$ cat src/rtl/risc_pkg.sv
// Shared constants for the 8-bit RISC CPU: opcodes, sequencer phases, datapath width.
package risc_pkg;

  localparam int unsigned WIDTH = 8;

  typedef logic [2:0] opcode_t;
  typedef logic [2:0] phase_t;

  localparam opcode_t OP_HLT = 3'b000;
  localparam opcode_t OP_SKZ = 3'b001;
  localparam opcode_t OP_ADD = 3'b010;
  localparam opcode_t OP_AND = 3'b011;
  localparam opcode_t OP_XOR = 3'b100;
  localparam opcode_t OP_LDA = 3'b101;
  localparam opcode_t OP_STO = 3'b110;
  localparam opcode_t OP_JMP = 3'b111;

  localparam phase_t PH_INST_ADDR  = 3'd0;
  localparam phase_t PH_INST_FETCH = 3'd1;
  localparam phase_t PH_INST_LOAD  = 3'd2;
  localparam phase_t PH_IDLE       = 3'd3;
  localparam phase_t PH_OP_ADDR    = 3'd4;
  localparam phase_t PH_OP_FETCH   = 3'd5;
  localparam phase_t PH_ALU_OP     = 3'd6;
  localparam phase_t PH_STORE      = 3'd7;

endpackage

$ cat src/rtl/risc_phase_counter.sv
// 3-bit wrapping phase counter; advances on ena unless frozen.
module risc_phase_counter
  import risc_pkg::*;
(
  input  logic   clk,
  input  logic   rst,
  input  logic   ena,
  input  logic   freeze,
  output phase_t phase
);

  always_ff @(posedge clk or posedge rst) begin
    if (rst) begin
      phase <= PH_INST_ADDR;
    end else if (ena && !freeze) begin
      phase <= phase + 3'd1;
    end
  end

endmodule

$ cat src/rtl/risc_controller.sv
// 8-phase instruction sequencer: decodes phase and opcode into bus, load, PC and memory controls.
module risc_controller
  import risc_pkg::*;
#(
  parameter bit HALT_STICKY = 1'b1
) (
  input  logic       clk,
  input  logic       rst,
  input  logic       ena,
  input  logic [2:0] opcode,
  input  logic       zero,
  output logic       sel,
  output logic       rd,
  output logic       ld_ir,
  output logic       halt,
  output logic       inc_pc,
  output logic       ld_ac,
  output logic       ld_pc,
  output logic       wr,
  output logic       data_e,
  output logic [2:0] phase
);

  logic halted_q;
  logic hlt_now;
  logic freeze;
  logic alu_op;

  assign hlt_now = (phase == PH_OP_ADDR) && (opcode == OP_HLT);
  // Latch the halt so a later opcode change cannot restart the sequencer.
  assign freeze  = HALT_STICKY && (hlt_now || halted_q);
  assign alu_op  = opcode inside {OP_ADD, OP_AND, OP_XOR, OP_LDA};

  always_ff @(posedge clk or posedge rst) begin
    if (rst) begin
      halted_q <= 1'b0;
    end else if (freeze) begin
      halted_q <= 1'b1;
    end
  end

  risc_phase_counter u_phase_counter (
    .clk    (clk),
    .rst    (rst),
    .ena    (ena),
    .freeze (freeze),
    .phase  (phase)
  );

  always_comb begin
    sel    = 1'b0;
    rd     = 1'b0;
    ld_ir  = 1'b0;
    halt   = 1'b0;
    inc_pc = 1'b0;
    ld_ac  = 1'b0;
    ld_pc  = 1'b0;
    wr     = 1'b0;
    data_e = 1'b0;
    case (phase)
      PH_INST_ADDR: begin
        sel = 1'b1;
      end
      PH_INST_FETCH: begin
        sel = 1'b1;
        rd  = 1'b1;
      end
      PH_INST_LOAD, PH_IDLE: begin
        sel   = 1'b1;
        rd    = 1'b1;
        ld_ir = 1'b1;
      end
      PH_OP_ADDR: begin
        halt   = (opcode == OP_HLT) || halted_q;
        inc_pc = 1'b1;
      end
      PH_OP_FETCH: begin
        rd = alu_op;
      end
      PH_ALU_OP: begin
        rd     = alu_op;
        inc_pc = (opcode == OP_SKZ) && zero;
        ld_pc  = (opcode == OP_JMP);
        data_e = (opcode == OP_STO);
      end
      PH_STORE: begin
        rd     = alu_op;
        ld_ac  = alu_op;
        ld_pc  = (opcode == OP_JMP);
        wr     = (opcode == OP_STO);
        data_e = (opcode == OP_STO);
      end
      default: begin
        sel = 1'b1;
      end
    endcase
  end

endmodule

$ cat config.mk
export PLATFORM = sky130hd
export DESIGN_NAME = risc_controller
export DESIGN_NICKNAME = d
export VERILOG_FILES = /design/src/rtl/risc_pkg.sv /design/src/rtl/risc_phase_counter.sv /design/src/rtl/risc_controller.sv
export SDC_FILE = /design/constraint.sdc
export NUM_CORES = 1
export LEC_CHECK = 0
export BUFFER_PORTS_ARGS = -buffer_cell sky130_fd_sc_hd__buf_4
export CAP_MARGIN = 0
export CORE_AREA = 2 2 39 41
export CTS_BUF_LIST = sky130_fd_sc_hd__clkbuf_16
export CTS_CLUSTER_DIAMETER = 40
export DETAILED_ROUTE_END_ITERATION = 8
export DIE_AREA = 0 0 41 43
export PLACE_DENSITY = 0.61
export SYNTH_ARGS = -nofsm -noshare
export SYNTH_HDL_FRONTEND = slang
export SYNTH_SLANG_ARGS = --single-unit
$ cat constraint.sdc
create_clock -name clk -period 2.3 [get_ports clk]
set_input_delay 0.23 -clock clk [delete_from_list [all_inputs] [get_ports clk]]
set_output_delay 0.23 -clock clk [all_outputs]
set_load 0.01 [all_outputs]
==> results of run 1 <==
==> cell families (layout without fill, tap and decap cells) <==
family | Yosys count | count (layout) | share of synthesized area
AOI/OAI and AO/OA | 10 | 10 | 0.208
xor gates and xnor gates | 2 | 2 | 0.0442
adders and majority gates | 7 | 7 | 0.221
buffers and inverters | 5 | 27 | 0.0473
DFF | 4 | 4 | 0.252
muxes | 1 | 1 | 0.0378
and+or+nand+nor | 13 | 13 | 0.189
==> worst min-delay path by stage <==
stage	slack, ns	cells after the start	endpoint
CTS	0.35	3	u_phase_counter.phase[2]
floorplan	-0.004	1	halted_q
finish	0.35	3	u_phase_counter.phase[2]
global route	0.38	3	u_phase_counter.phase[2]
global placement	0.12	2	u_phase_counter.phase[0]
detailed placement	0.13	2	u_phase_counter.phase[1]
==> metrics by stage <==
| step | worst slack (ns) | cells |
|---|---|---|
| floorplan | 0.825 | 42 |
| global placement | 0.734 | 76 |
| detailed placement | 0.710 | 76 |
| CTS | 0.475 | 80 |
| global route | 0.375 | 80 |
| finish | 0.486 | 80 |
==> power by group <==
part	leakage, uW	switching (uW)	total, uW	internal (uW)
Clock	0.0000370	44.0	266	222
Sequential	0.0000475	55.6	163	108
Combinational	0.000250	233	496	263
==> critical path, stage by stage (launching register included) <==
cell and delay (ns):
dfrtp_1 0.42, ha_1 0.24, ha_1 0.22, o31ai_1 0.23, a31oi_1 0.11, buf_4 0.15
==> area by class of cell <==
class / instances / area, um2 / area share
multi-input cells: 33 / 278 / 0.436
repair buffers: 19 / 145 / 0.228
flip-flops and latches: 4 / 100 / 0.157
clock buffers: 3 / 75.1 / 0.118
well taps: 16 / 20.0 / 0.0314
inverters: 5 / 18.8 / 0.0295
==> cell usage in the layout, fill, tap and decap left out <==
master,n
ha_1,7
dfrtp_1,4
mux2_4,1
clkbuf_16,3
a31o_4,1
a21o_1,1
nor3b_1,2
xor2_1,1
o211ai_1,1
nand2b_1,1
and2_1,1
xnor2_1,1
dlygate4sd3_1,1
buf_4,18
nand3_1,1
nand2_1,2
o21bai_1,1
nand2b_2,1
o21ai_0,1
nor3_1,1
inv_2,1
a21oi_1,1
nor3_2,1
o211a_1,1
inv_1,4
a41oi_1,1
o31ai_1,1
a31oi_1,1
nor2_1,3
==> registers in the layout, indices dropped and copies added (netlist names) <==
name and flops:
halted_q 1, u_phase_counter.phase 3
==> per-layer routing <==
layer,track usage,vias up
met4,0.0600,0
met2,0.163,12
met1,0.147,173
met5,0,-
li1,-,191
met3,0.0157,0
==> what timing repair did <==
item,in CTS,in global routing
endpoints found under the hold margin,4,0
resized for setup,0,0
hold buffers,1,0
setup buffers,0,0
==> run summary, run 1 <==
outcome = finished clean
vias in the first global route = 325
Min Clock Period, post-route = 1.81 ns
fin. max-slew vios = 0
NumNets Final = 80
post-layout util = 0.460
RSZ-0062 raised after global routing = false
Max Cap Viol = 0
RePlAce Congestion = 0.686
critical path arrival = 1.58 ns
IO Port Bufs = 18
via-per-instance ratio = 4.70
antenna-violating nets left = 0
VDD IR max = 0.000770 V
post-synthesis cell type count = 26
share of async-settable or async-resettable flops after synthesis = 1.00
Area after DPL = 552 um2
1st-pass router iterations = 4
met3 WL = 50 um
FF-to-FF setup slack = 0.82 ns
Tcrit/Tclk final = 0.789
Core Area = 1380 um2
Synth top area share = 0.252
Critical Path End = rd
Die Y-Extent = 43 um
Cell Pwr Density = 1450 nW/um2
crit-path max FO = 5
synth warn = 0
relative slew slack = 0.779
Post-synth top flop = dfrtp_1
grt ovf = 0
Tot Pwr = 925 uW
post-DR wirelength/cell = 10.7 um
Clock transition at path regs = 0.03 ns
met2 wire len = 409 um
total global-route track usage = 0.110
LEAKAGE = 0.000335 uW
Max Used Layer = met3
CP required = 2.07 ns
Root Buffer = clkbuf_16
CTS Sinks = 4
Max Clk Rate = 0.551 GHz
CP startpoint = u_phase_counter.phase[0]
initial core utilization = 0.287
IO Count = 19
Hold Path Origin = ena
number of enable flip-flop cells after synthesis = 0
Skew-Pair Late Insertion Delay = 0.22 ns
DP HPWL = 680 um
crit start category = flop
#FFs+latches synth = 4
wl on met1 = 400 um
largest net degree at the start of global routing = 10
Layout area overhead = 60.6%
worst min-delay path class = input port to flop
Final Hold Fails = 0
DIE WIDTH = 41 um
Worst setup EP type = output pin
kind of critical path = flop to output pin
layout cells sized above 1 = 0.406
design area = 637 um2
H-tree depth = 1
Setup TNS = 0 ns
CTS Buf Count = 3
Placement Rows = 14
clk buf depth = 2
Hold WS = 0.353 ns
Post-Syn Nets = 56
via count = 376
first-pass GRT wire length = 1350 um
register area share after synthesis = 0.252
Post-synth top cells = ha_1 (7), dfrtp_1 (4), inv_1 (4), nor2_1 (3)
reg-to-reg startpoint = u_phase_counter.phase[0]
final WL = 859 um
worst-margin pin slew = 0.331 ns
filler instances = 133
CTS tree = built
final setup fails = 0
DRC Markers = 0
Area contributors post-synth = dfrtp_1 (25%), ha_1 (22%), a31o_4 (4.4%)
count leader, synth = ha_1
initial antenna violation count = 0
largest area contributor in the netlist = dfrtp_1
Setup Skew = 0.000588 ns
Die ar. = 1760 um2
Cell Area, Synth = 397 um2
average size of a mapped cell = 9.44 um2
Gate Count Post-Synth = 42
DRT iter0 DRCs = 1
FF-to-FF End = u_phase_counter.phase[1]
# diodes = 0
Worst R2R Path Depth = 4
(Power assumes the default switching activity.)
==> run 2: changes to the inputs <==
--- a/config.mk
+++ b/config.mk
@@ -12,7 +12,7 @@
 export CTS_CLUSTER_DIAMETER = 40
 export DETAILED_ROUTE_END_ITERATION = 8
 export DIE_AREA = 0 0 41 43
-export PLACE_DENSITY = 0.61
+export PLACE_DENSITY = 0.63
 export SYNTH_ARGS = -nofsm -noshare
 export SYNTH_HDL_FRONTEND = slang
 export SYNTH_SLANG_ARGS = --single-unit
==> constraint.sdc (replaced) <==
create_clock -name clk -period 1.5 [get_ports clk]
set_input_delay 0.15 -clock clk [delete_from_list [all_inputs] [get_ports clk]]
set_output_delay 0.15 -clock clk [all_outputs]
set_load 0.01 [all_outputs]
==> run 2 against run 1 <==
Against the previous run: the run now ends with negative setup slack left; critical path depth unchanged; setup slack worse by 0.61 ns; power rose by 100%; count of clock-buffer cells in the layout unchanged; non-clock buffer count grew 9; sequential share of layout area is 3.2 points lower; wire length increased by 20%; first-iteration DRC count grew to 3.0 times the previous value; critical path type unchanged; critical endpoint unchanged; highest routed layer unchanged.
==> run summary, run 2 (synthesized netlist as in run 1, its figures left out) <==
# diodes = 0 (unchanged)
total global-route track usage = 0.112 (+0.00191)
post-DR wirelength/cell = 11.6 um (+7.8%)
fin. max-slew vios = 0 (unchanged)
Most flops, register = u_phase_counter.phase
grt ovf = 0 (unchanged)
Die Y-Extent = 43 um (unchanged)
Area after DPL = 582 um2 (+5.4%)
via count = 425 (+13%)
worst-margin pin slew = 0.334 ns (+0.00263 ns)
DIE WIDTH = 41 um (unchanged)
IO Count = 19 (unchanged)
CTS tree = built
vias in the first global route = 378 (+16%)
Skew-Pair Late Insertion Delay = 0.22 ns (about the same)
Placement Rows = 14 (unchanged)
CP max stage cell = dfrtp_2
DRC Markers = 0 (unchanged)
LEAKAGE = 0.000382 uW (+14%)
Largest register FFs = 3 (unchanged)
most common cell after layout, fill and taps aside = buf_4
worst-path cell chain = ha_4, ha_4, o31ai_4, a31oi_1, buf_4
crit start category = flop
1st-pass router iterations = 2 (-2)
CTS Sinks = 4 (unchanged)
final WL = 1030 um (+20%)
post-layout util = 0.590 (+0.130)
Tcrit/Tclk final = 1.08
CP most frequent cell = ha_4
Die ar. = 1760 um2 (unchanged)
CP required = 1.35 ns (-0.72 ns)
area of the multi-input gates = 373 um2 (+34%)
Final Hold Fails = 0 (unchanged)
design area = 817 um2 (+28%)
DP HPWL = 692 um (+1.8%)
failing checks = negative setup slack
CTS Buf Count = 3 (unchanged)
Core Area = 1380 um2 (unchanged)
Layout area overhead = 106%
layout cells sized above 1 = 0.671 (+0.265)
RePlAce Congestion = 0.691 (+0.68%)
critical path arrival = 1.47 ns (-0.11 ns)
DRT iter0 DRCs = 3 (+2)
initial antenna violation count = 0 (unchanged)
clk buf depth = 2 (unchanged)
outcome = complete, but fails checks
Root Buffer = clkbuf_16
antenna-violating nets left = 0 (unchanged)
Setup Skew = 0.000236 ns (-0.000353 ns)
Max Cap Viol = 0 (unchanged)
Max Clk Rate = 0.617 GHz
via-per-instance ratio = 4.78 (+1.6%)
first-pass GRT wire length = 1400 um (+4.1%)
Cell Pwr Density = 2300 nW/um2 (+59%)
IO Port Bufs = 18 (unchanged)
most frequent cells in the layout = buf_4 (23), ha_4 (5), buf_6 (4)
Clock transition at path regs = 0.03 ns (about the same)
Tot Pwr = 1880 uW (+100%)
filler instances = 115 (-14%)
largest net degree at the start of global routing = 7 (-3)
setup slack after layout = -0.120 ns (-0.605 ns)
initial core utilization = 0.287 (unchanged)
RSZ-0062 raised after global routing = true
register area = 103 um2 (+2.5%)
slowest stage delay, CP = 0.43 ns (about the same)
NumNets Final = 89 (+11%)
largest registers = u_phase_counter.phase x3, halted_q x1
relative slew slack = 0.777 (-0.00251)
VDD IR max = 0.00131 V (+71%)
worst min-delay path class = input port to flop
Min Clock Period, post-route = 1.62 ns
H-tree depth = 1 (unchanged)
Hold WS = 0.263 ns (-0.0893 ns)
crit-path max FO = 4 (-1)
Setup TNS = -0.568 ns (-0.568 ns)
kind of critical path = flop to output pin
Worst setup EP type = output pin
final setup fails = 9 (+9)
==> run 2: cell count changes in the layout (fill, tap and decap cells not counted), sizes merged <==
| cell | previous run | this run |
|---|---|---|
| buf | 18 | 27 |
==> run 2: cell type report <==
class / instances / share of cell area
Sequential cell: 4 / 0.126
Timing Repair Buffer: 28 / 0.279
Inverter: 5 / 0.0230
Multi-Input combinational cell: 33 / 0.456
Clock buffer: 3 / 0.0919
Tap cell: 16 / 0.0245
==> run 2: worst max-delay path, delay by kind of cell (launching register included) <==
family                     cells  cell delay [ns]
AOI/OAI and AO/OA              2             0.30
adders and majority gates      2             0.36
DFF                            1             0.43
buffers and inverters          1             0.15
==> run 2: repair_timing <==
action / in CTS / in global routing
gates resized for setup: 10 / 14
setup buffers: 3 / 2
hold buffers: 1 / 0
hold endpoints to repair: 4 / 0
setup endpoints to repair: 7 / 8
pin swaps: 5 / 4
==> run 2: path summary, 6_finish.rpt <==
path | startpoint | endpoint | slack (ns) | depth (start not counted)
setup / recovery | u_phase_counter.phase[0] | rd | -0.12 | 5
hold / removal | ena | u_phase_counter.phase[2] | 0.26 | 3
setup reg to reg | u_phase_counter.phase[1] | u_phase_counter.phase[1] | 0.03 | 5
hold reg to reg | halted_q | halted_q | 0.49 | 1
max in group asynchronous | rst | u_phase_counter.phase[0] | 0.97 | 3
min in group asynchronous | rst | halted_q | 0.37 | 3
==> run 2: power by group <==
group | internal [uW] | switching, uW | total [uW]
clock network | 340 | 67.0 | 407
registers | 171 | 79.0 | 250
logic | 699 | 526 | 1230
==> run 2: metal layers <==
metal,vias to the layer above,GRT usage,wire [um]
met1,205,0.121,404
li1,210,-,-
met3,0,0.0157,45
met2,10,0.203,580
met4,0,0.0400,0
met5,-,0,0
==> run 2: stage by stage <==
stage / instances / worst slack [ns]
floorplan: 42 / 0.0656
global placement: 80 / 0.0395
detailed placement: 80 / -0.0213
CTS: 87 / -0.0973
global route: 89 / -0.172
finish: 89 / -0.120
==> run 3: changes to the inputs <==
==> constraint.sdc (replaced) <==
create_clock -name clk -period 1.5 [get_ports clk]
set_input_delay 0.375 -clock clk [delete_from_list [all_inputs] [get_ports clk]]
set_output_delay 0.375 -clock clk [all_outputs]
set_load 0.01 [all_outputs]
==> run 3 against run 2 <==
Against the previous run: largest power group unchanged; cell area increased by 4.1%; flip-flop and latch count unchanged; via count up 0.47%; cell count grew 4.5%; clock skew grew 0.0043 ns; global-route usage rose by 2.2 points; fmax is 13% lower; the run still ends with negative setup slack left; combinational power up 7%; wire length grew 2.9%; critical path depth unchanged; die area did not move.
==> run summary, run 3 (synthesized netlist as in run 1, its figures left out) <==
outcome = complete, but fails checks
failing checks = negative setup slack
critical path arrival = 1.49 ns (+0.02 ns)
Largest register FFs = 3 (unchanged)
Root Buffer = clkbuf_16
H-tree depth = 1 (unchanged)
CP required = 1.12 ns (-0.23 ns)
via count = 427 (+0.47%)
crit start category = flop
Cells after DPL = 85 (+6.3%)
Final Hold Fails = 0 (unchanged)
clock network fraction of total power = 0.213 (-0.003)
CTS Sinks = 4 (unchanged)
fin. max-slew vios = 0 (unchanged)
Placement Rows = 14 (unchanged)
Setup Skew = 0.00454 ns (+0.00431 ns)
layout cells sized above 1 = 0.740 (+0.0690)
Tcrit/Tclk final = 1.24 (+0.163)
Worst setup EP type = output pin
internal cell power = 1280 uW (+5.5%)
grt ovf = 0 (unchanged)
most frequent cells in the layout = buf_4 (29), ha_4 (4)
DRC Markers = 0 (unchanged)
Reg power frac = 0.128 (-0.005)
Layout area overhead = 115%
switching share of total power = 0.356 (-0.000606)
CP most frequent cell = buf_4
setup slack after layout = -0.364 ns (-0.244 ns)
fin cells = 93 (+4.5%)
first-pass GRT wire length = 1550 um (+11%)
kind of critical path = flop to output pin
# diodes = 0 (unchanged)
CTS tree = built
Most flops, register = u_phase_counter.phase
antenna-violating nets left = 0 (unchanged)
via-per-instance ratio = 4.59 (-3.9%)
worst-margin pin slew = 0.294 ns (-0.0402 ns)
CP max stage cell = dfrtp_2
Max Cap Viol = 0 (unchanged)
Min Clock Period, post-route = 1.86 ns (+0.244 ns)
LEAKAGE = 0.000402 uW (+5.2%)
CTS Buf Count = 3 (unchanged)
VDD IR max = 0.00129 V (-1.6%)
Die ar. = 1760 um2 (unchanged)
vias in the first global route = 398 (+5.3%)
CP startpoint = u_phase_counter.phase[0]
1st-pass router iterations = 2 (unchanged)
post-DR wirelength/cell = 11.4 um (-1.5%)
filler instances = 115 (unchanged)
reg-to-reg startpoint = u_phase_counter.phase[0]
largest net degree at the start of global routing = 6 (-1)
area of the multi-input gates = 389 um2 (+4.4%)
crit-path max FO = 4 (unchanged)
IO Port Bufs = 18 (unchanged)
final WL = 1060 um (+2.9%)
initial antenna violation count = 0 (unchanged)
Cell Pwr Density = 2330 nW/um2 (+1.2%)
RSZ-0062 raised after global routing = true
worst min-delay path class = input port to asynchronous set/reset pin
Comb pwr share = 0.659 (+0.008)
post-layout util = 0.615 (+0.0244)
initial core utilization = 0.287 (unchanged)
most common cell after layout, fill and taps aside = buf_4
relative slew slack = 0.804 (+0.0269)
IO Count = 19 (unchanged)
largest registers = u_phase_counter.phase x3, halted_q x1
DRT iter0 DRCs = 1 (-2)
Switch Pwr = 707 uW (+5.2%)
total global-route track usage = 0.134 (+0.0224)
DP HPWL = 747 um (+7.9%)
Area after DPL = 659 um2 (+13%)
final setup fails = 10 (+1)
Core Area = 1380 um2 (unchanged)
slowest stage delay, CP = 0.43 ns (about the same)
Die Y-Extent = 43 um (unchanged)
register area = 104 um2 (+1.2%)
DIE WIDTH = 41 um (unchanged)
Clock transition at path regs = 0.03 ns (about the same)
design area = 851 um2 (+4.1%)
Skew-Pair Late Insertion Delay = 0.23 ns (about the same)
Max Clk Rate = 0.537 GHz (-13%)
clk buf depth = 2 (unchanged)
worst-path cell chain = buf_4, ha_2, o31ai_4, a31oi_1, buf_4
RePlAce Congestion = 0.688 (-0.45%)
NumNets Final = 92 (+3.4%)
-- run 3: power by group through the flow --
stage | Clock (uW) | Combinational (uW) | Sequential (uW)
finish | 423 | 1310 | 254
global placement | 0 | 1020 | 250
global route | 437 | 1420 | 266
floorplan | 0 | 504 | 283
CTS | 432 | 1250 | 248
detailed placement | 0 | 1030 | 253
-- run 3: final timing paths --
check / cells past startpoint / end / slack, ns
max in group asynchronous: 2 / u_phase_counter.phase[2] / 1.31
worst max register to register: 4 / u_phase_counter.phase[1] / 0.18
worst max-delay path: 5 / rd / -0.36
worst min register to register: 1 / halted_q / 0.48
min in group clk: 1 / halted_q / 0.48
worst min-delay path: 2 / u_phase_counter.phase[1] / 0.03
-- run 3: per-stage QoR --
step	setup slack, ns	total power [uW]	hold slack, ns	setup TNS, ns
2_1_floorplan	-0.0234	787	0.141	-0.0418
5_1_grt	-0.403	2130	0.0469	-3.08
3_3_place_gp	-0.164	1270	0.267	-0.765
4_1_cts	-0.382	1940	0.0306	-2.71
6_report	-0.364	1980	0.0287	-2.68
3_5_place_dp	-0.174	1280	0.270	-0.858
-- run 3: area by class of cell --
cell class	instances	share of cell area
Inverter	5	0.0221
Timing Repair Buffer	31	0.282
Clock inverter	1	0.00441
Sequential cell	4	0.122
Tap cell	16	0.0235
Multi-Input combinational cell	33	0.457
Clock buffer	3	0.0882
-- run 3: critical path: cells and delay by family (launching register included) --
family	cells	cell delay, ns
buffers and inverters	2	0.30
AO/OA/AOI/OAI	2	0.31
adder cells (fa/ha/maj)	1	0.21
flip-flops	1	0.43
-- run 3: layer usage --
layer	share of wire	global-route usage	wire [um]	vias to the layer above
li1	-	-	-	217
met1	0.38	0.134	407	194
met2	0.55	0.241	585	14
met3	0.042	0.0157	44	2
met4	0.020	0.0800	21	0
met5	0	0	0	-
-- run 3: what timing repair did --
action                                 CTS  global route
buffers inserted                         4             0
setup endpoints to repair                9            10
endpoints found under the hold margin    0             0
resized for setup                       12             6
hold buffers                             0             0
pin swaps                                3             4
